**config.mk**
```make
export PLATFORM = sky130hd
export DESIGN_NAME = uart_tx_ctrl
export DESIGN_NICKNAME = d
export VERILOG_FILES = /design/src/rtl/uart_tx_ctrl_pkg.sv /design/src/rtl/uart_tx_ctrl_parity_calc.sv /design/src/rtl/uart_tx_ctrl.sv
export SDC_FILE = /design/constraint.sdc
export NUM_CORES = 1
export LEC_CHECK = 0
export ABC_AREA = 1
export CAP_MARGIN = 20
export CELL_PAD_IN_SITES_DETAIL_PLACEMENT = 0
export CELL_PAD_IN_SITES_GLOBAL_PLACEMENT = 1
export CORE_MARGIN = 3
export CORE_UTILIZATION = 43
export CTS_BUF_LIST = sky130_fd_sc_hd__clkbuf_2 sky130_fd_sc_hd__clkbuf_4 sky130_fd_sc_hd__clkbuf_8
export CTS_CLUSTER_SIZE = 25
export DETAILED_ROUTE_END_ITERATION = 8
export DONT_BUFFER_PORTS = 1
export PLACE_DENSITY_LB_ADDON = 0.1
export SLEW_MARGIN = 20
export SYNTH_ARGS = -nofsm -noshare
export SYNTH_HDL_FRONTEND = slang
export SYNTH_SLANG_ARGS = --single-unit
```
**constraint.sdc**
```tcl
create_clock -name clk -period 1.3 [get_ports clk]
set_input_delay 0.13 -clock clk [delete_from_list [all_inputs] [get_ports clk]]
set_output_delay 0.13 -clock clk [all_outputs]
set_load 0.01 [all_outputs]
```
**src/rtl/uart_tx_ctrl_pkg.sv**
```systemverilog
// Shared UART definitions: FSM state encoding, TX output-mux codes and parity types.
package uart_tx_ctrl_pkg;

   localparam logic [2:0] ST_IDLE   = 3'd0;
   localparam logic [2:0] ST_START  = 3'd1;
   localparam logic [2:0] ST_DATA   = 3'd2;
   localparam logic [2:0] ST_PARITY = 3'd3;
   localparam logic [2:0] ST_STOP   = 3'd4;

   typedef enum logic [2:0] {
      IDLE   = ST_IDLE,
      START  = ST_START,
      DATA   = ST_DATA,
      PARITY = ST_PARITY,
      STOP   = ST_STOP
   } tx_state_e;

   localparam logic [1:0] MUX_START = 2'b00;
   localparam logic [1:0] MUX_STOP  = 2'b01;
   localparam logic [1:0] MUX_DATA  = 2'b10;
   localparam logic [1:0] MUX_PAR   = 2'b11;

   localparam logic PAR_EVEN = 1'b0;
   localparam logic PAR_ODD  = 1'b1;

endpackage

```
**src/rtl/uart_tx_ctrl_parity_calc.sv**
```systemverilog
// Combinational parity generator, shared between the TX controller and the RX checker.
module parity_calc
   import uart_tx_ctrl_pkg::*;
#(
   parameter int Data_Width = 8
) (
   input  logic [Data_Width-1:0] data_i,
   input  logic                  typ_i,
   output logic                  par_o
);

   // Even parity: bit makes the total count of ones even; odd type inverts it.
   assign par_o = (^data_i) ^ (typ_i == PAR_ODD);

endmodule

```
**src/rtl/uart_tx_ctrl.sv**
```systemverilog
// UART transmit frame controller: latches a byte with its parity bit and sequences
// start, data, optional parity and stop bits through the serializer and output mux.
module uart_tx_ctrl
   import uart_tx_ctrl_pkg::*;
#(
   parameter int Data_Width = 8
) (
   input  logic                  clk,
   input  logic                  RST,
   input  logic [Data_Width-1:0] P_DATA,
   input  logic                  Data_Valid,
   input  logic                  PAR_EN,
   input  logic                  PAR_TYP,
   input  logic                  ser_done,
   output logic                  ser_en,
   output logic [Data_Width-1:0] ser_data,
   output logic                  par_bit,
   output logic [1:0]            mux_sel,
   output logic                  busy
);

   tx_state_e             state_q, state_d;
   logic [Data_Width-1:0] ser_data_q;
   logic                  par_bit_q;
   logic                  par_en_q;
   logic                  par_calc;
   logic                  accept;

   parity_calc #(.Data_Width(Data_Width)) u_parity (
      .data_i (P_DATA),
      .typ_i  (PAR_TYP),
      .par_o  (par_calc)
   );

   // New data is only taken when no frame is on the wire, or in STOP for back-to-back.
   assign accept = Data_Valid && ((state_q == IDLE) || (state_q == STOP));

   always_ff @(posedge clk) begin
      if (RST) begin
         state_q    <= IDLE;
         ser_data_q <= '0;
         par_bit_q  <= 1'b0;
         par_en_q   <= 1'b0;
      end else begin
         state_q <= state_d;
         if (accept) begin
            ser_data_q <= P_DATA;
            par_bit_q  <= par_calc;
            par_en_q   <= PAR_EN;
         end
      end
   end

   always_comb begin
      state_d = state_q;
      mux_sel = MUX_STOP;
      ser_en  = 1'b0;
      busy    = 1'b0;
      case (state_q)
         IDLE: begin
            if (accept) state_d = START;
         end
         START: begin
            mux_sel = MUX_START;
            busy    = 1'b1;
            state_d = DATA;
         end
         DATA: begin
            mux_sel = MUX_DATA;
            ser_en  = 1'b1;
            busy    = 1'b1;
            if (ser_done) state_d = par_en_q ? PARITY : STOP;
         end
         PARITY: begin
            mux_sel = MUX_PAR;
            busy    = 1'b1;
            state_d = STOP;
         end
         STOP: begin
            busy    = 1'b1;
            state_d = accept ? START : IDLE;
         end
         default: state_d = IDLE;
      endcase
   end

   assign ser_data = ser_data_q;
   assign par_bit  = par_bit_q;

endmodule
```
### After elaboration in Yosys (flattened, before gate mapping)

Cells that the tools add are included.

| word-level totals | value |
|---|---|
| bits in registers | 13 |

| cells by class | value |
|---|---|
| eq/ne operators | 6 |
| multiplexer cells | 8 |
| bitwise logic cells | 1 |
| reduce and logical (&&, ||, !) cells | 6 |

Operators with widths:

| operator | number |
|---|---|
| one-hot mux 3 bit (5 select lines) | 1 |
| 2-to-1 mux 3 bit | 3 |
| parity 8 bit | 1 |
| == test 3 x 2 -> 1 bit, second input constant | 2 |
| one-hot mux 2 bit (3 select lines) | 1 |
| inequality test 2 bit, second input constant | 2 |
| OR reduction 4 bit | 1 |
| == test 3 x 1 -> 1 bit, second input constant | 1 |
| == test 3 bit, second input constant | 1 |
| logical NOT 3 bit | 1 |
| 2-to-1 mux 1 bit | 3 |
| AND reduction 2 bit | 1 |
| logical AND 1 bit | 1 |
| logical OR 1 bit | 1 |
| XOR 1 bit | 1 |

### Logic depth before layout (Yosys ltp)

| logic depth | value |
|---|---|
| depth after elaboration | 5 |
| gate-level depth with buffers | 10 |

### Cells and area by module

A second synthesis with hierarchy kept.

| second synthesis, totals | value |
|---|---|
| cells, all modules | 113 |
| area, all modules | 718.2 µm² |

Modules (own cells, without submodules):

| module | times used | cells each | area an instance (µm²) | sequential area each (µm²) |
|---|---|---|---|---|
| uart_tx_ctrl | 1 | 75 | 554.3 | 260.2 |
| parity_calc | 1 | 38 | 163.9 | 0.0 |

### Worst setup path after synthesis

Ideal clock, no wire load.

| timing | value |
|---|---|
| path kind | reg2reg |
| start point | register state_q[0] |
| end point | register state_q[1] |
| setup time | 112 ps |
| data arrival time | 923 ps |
| required time | 1,188 ps |
| path slack | 266 ps |
| cell stages (with the launch flop) | 7 |
| buffers on the path | 0 |
| period minus slack after synthesis | 1,034 ps |
| cells stage by stage | dfxtp_1 > nor2_4 > nand2_1 > o22ai_2 > inv_2 > a21oi_2 > nor2_2 |

| on the way | value |
|---|---|
| longest elaborated chain between the ends | 5 |

RTL lines:

| item | line | RTL |
|---|---|---|
| start: declaration | uart_tx_ctrl.sv:22 | `tx_state_e state_q, state_d;` |
| start signal: assignment | uart_tx_ctrl.sv:45 | `state_q <= state_d;` |
| == test 3 bit / logical NOT 3 bit (equally long branches) | uart_tx_ctrl.sv:36, uart_tx_ctrl.sv:59 |  |
| logical OR 1 bit | uart_tx_ctrl.sv:36 | `assign accept = Data_Valid && ((state_q == IDLE) \|\| (state_q == STOP));` |
| logical AND 1 bit | uart_tx_ctrl.sv:36 |  |
| inequality test 2 bit (no source line) | -- |  |
| AND reduction 2 bit (no source line) | -- |  |

Several ways; a longest one is shown, not always the timed one.
A chain may end at the register's enable or synchronous reset.

### Worst setup path in the final report

| timing | value |
|---|---|
| start point | register state_q[1] |
| end point | output busy |

| on the way | value |
|---|---|
| longest elaborated chain between the ends | 3 |

RTL lines:

| item | line | RTL |
|---|---|---|
| == test 3 bit, or another cell as far along | uart_tx_ctrl.sv:59 | `case (state_q)` |
| OR reduction 4 bit (no source line) (*) | -- |  |
| 2-to-1 mux 1 bit (*) | uart_tx_ctrl.sv:59 |  |
| end: declaration | uart_tx_ctrl.sv:19 | `output logic busy` |

Mark *: on every way between the ends. The rest lies on a longest branch, timed or not.

==> metrics.md <==
| Metric | Value |
|---|---|
| Synth Area in XOR/XNOR | 1.27% |
| Slew Limit Headroom | 81.6% |
| Run status | completed |
| Clk_lat worst skew | 0.27 ns |
| Max incr delay on CP | 0.41 ns |
| Fin Setup TNS | 0 ns |
| Remaining global-route overflow | 0 |
| Register area share after synthesis | 37.8% |
| Initial Utilization | 49.2% |
| NumNets Final | 123 |
| Metal3 WL | 190 um |
| R2r endpoint | ser_data[2] |
| Fin crit share | 94.4% |
| Buf/Inv on CP | 0 |
| Cell taking the most area after synthesis | dfxtp_1 |
| Power Density | 1420 mW/mm2 |
| Reg-to-reg slack, setup | 0.17 ns |
| Drt total wl | 1.45 mm |
| First-pass GRT wire length | 2.37 mm |
| Number of global-route vias before repair | 602 |
| Simple-gate portion of the synthesized area | 29.8% |
| Worst VDD drop | 786 uV |
| DR vias | 631 |
| M1 WL | 634 um |
| GRT Overall Usage | 15.7% |
| Worst EP arrival | 1.10 ns |
| Largest net degree at the start of global routing | 17 |
| Die Height | 46.0 um |
| Initial DRC Count | 9 |
| DR top layer | met4 |
| Initial antenna violation count | 0 |
| DRC Markers | 0 |
| MaxCap Viol Count | 0 |
| Reg2Reg Depth | 5 |
| Fmax | 0.815 GHz |
| Diode count | 0 |
| Routed length per placed instance | 11.8 um |
| Synthesized flop and latch total | 13 |
| Critical Path Slowest Stage Cell | dfxtp_2 |
| CP required | 1.17 ns |
| Post-synthesis compound-gate area fraction | 20.2% |
| Post-synth cell types | 19 |
| Post-synthesis mux area share | 0% |
| Crit-path max FO | 4 |
| Top post-synthesis cells by area | dfxtp_1 (38%), nand2_1 (15%), inv_1 (7.6%), o21ai_0 (6.5%), a21oi_1 (5.1%) |
| Die area | 0.00212 mm2 |
| Largest family of logic cells by synthesized area | simple AND/OR/NAND/NOR gates |
| Most frequent cells in the layout | nand2_1 (26), inv_1 (13), dfxtp_1 (11) |
| Antenna-violating nets left | 0 |
| RSZ-0062 raised after global routing | no |
| Clock-pin slew on the worst setup and hold paths | 0.08 ns |
| H-Tree Depth | 1 |
| Worst min path class | primary input to register |
| Max clock buf depth | 2 |
| Buffer count from post-CTS setup fixing | 0 |
| Die W | 46.0 um |
| Layout Utilization | 55.5% |
| Synth warn | 0 |
| Final instance area | 776 um2 |
| Root Buffer | clkbuf_4 |
| Clk_skew | 0.00213 ns |
| FILL cells | 146 |
| Average size of a mapped cell | 6.81 um2 |
| Drt first pass iters | 4 |
| Most common cell after layout, fill and taps aside | nand2_1 |
| Worst slew pin tran | 0.273 ns |
| Slew Limit Fails | 0 |
| Cells after Synth | 101 |
| Worst path depth | 3 |
| CTS tree | done |
| Critical R2R Launch | state_q[1] |
| Mapped Area | 688 um2 |
| Cell chain of the critical path | nand3_2, nand2_2, nand3_1 |
| Area Overhead vs Synth | 12.7% |
| DR WL met2 | 614 um |
| Leak | 0.000390 uW |
| Final Setup Violations | 0 |
| DP HPWL | 1.10 mm |
| Adder-Cell Fraction of Synth Area | 0% |
| Crit. Startpoint | state_q[1] |
| Rows | 13 |
| Critical path type | register to primary output |
| I/O pins | 27 |
| Core Area | 0.00140 mm2 |
| Worst setup endpoint | busy |
| Overall Power | 1110 uW |
| Final hold viol count | 0 |
| Syn nets | 115 |
| Final GP Congestion | 0.835 |
| Synth top area share | 37.8% |
| Via-to-Cell Ratio | 5.13 |
| Sinks on the clock net | 13 |
| Crit path launch type | register |
| CTS Buf Count | 3 |
| CP Capture Type | primary output |
| Share of cells above drive strength 1 | 20.4% |
| Crit path time final | 1.23 ns |
| Critical hold path startpoint | P_DATA[6] |
| IO Port Bufs | 0 |
| Placed inst area | 696 um2 |
| Top Family by Delay on Critical Path | simple AND/OR/NAND/NOR gates |
[state kept, by name, indices dropped and copies added (netlist names)]
register and cells:
par_bit 1, ser_data 8, state_q 3, par_en_q 1
[stage by stage]
stage,cells,setup slack [ns],hold WS [ns]
after floorplan,101,0.266,0.197
after global placement,115,0.173,0.198
after detailed placement,115,0.171,0.207
after CTS,123,0.0556,0.00880
after global routing,123,0.0131,0.0207
final,123,0.0728,0.0183
[power by group]
| group | internal, uW | switching (uW) |
|---|---|---|
| Clock | 140 | 123 |
| Sequential | 463 | 72.9 |
| Combinational | 109 | 197 |
[synthesized netlist by cell type]
master     n
o21ai_2    1
inv_1     14
buf_6      1
nor2_4     1
nand2_1   27
o21ai_0    9
o31ai_1    1
o22ai_2    1
dfxtp_1   13
a211oi_2   1
a21oi_1    7
nand3_1    6
nand2_2    2
a21oi_2    2
xor2_1     1
nor2_2     1
nand3_2    1
nor2_1     9
inv_2      3
[how the worst min path moves through the flow]
stage / slack, ns / to / cells after the start
finish: 0.02 / ser_data[6] / 2
CTS: 0.009 / ser_data[6] / 2
detailed placement: 0.21 / state_q[1] / 1
global placement: 0.20 / state_q[1] / 1
floorplan: 0.20 / state_q[1] / 1
global route: 0.02 / ser_data[6] / 2
[per-layer routing]
metal	GRT usage (%)	vias to the layer above
met5	0	-
met4	5.11	0
met3	9.09	2
met2	24.2	28
met1	18.1	266
li1	-	335
[cells by family (layout without fill, tap and decap cells)]
logic type | count (synthesis) | count (layout)
AND/OR/NAND/NOR | 47 | 47
AO/OA/AOI/OAI | 22 | 22
buffers and inverters | 18 | 25
flip-flops | 13 | 13
XOR/XNOR | 1 | 1
[area by class of cell]
cell class / count / area [um2] / area share (%)
Multi-Input combinational cell: 70 / 360 / 46.5
Sequential cell: 13 / 263 / 33.9
Inverter: 17 / 63.8 / 8.23
Tap cell: 15 / 18.8 / 2.42
Timing Repair Buffer: 4 / 40.0 / 5.16
Clock buffer: 4 / 30.0 / 3.87
[timing repair]
action,CTS,global route
gates resized for setup,3,2
hold buffers,4,0
setup endpoints to repair,1,1
hold endpoints to repair,6,0
Note: power is estimated with default switching activity, not from simulation.
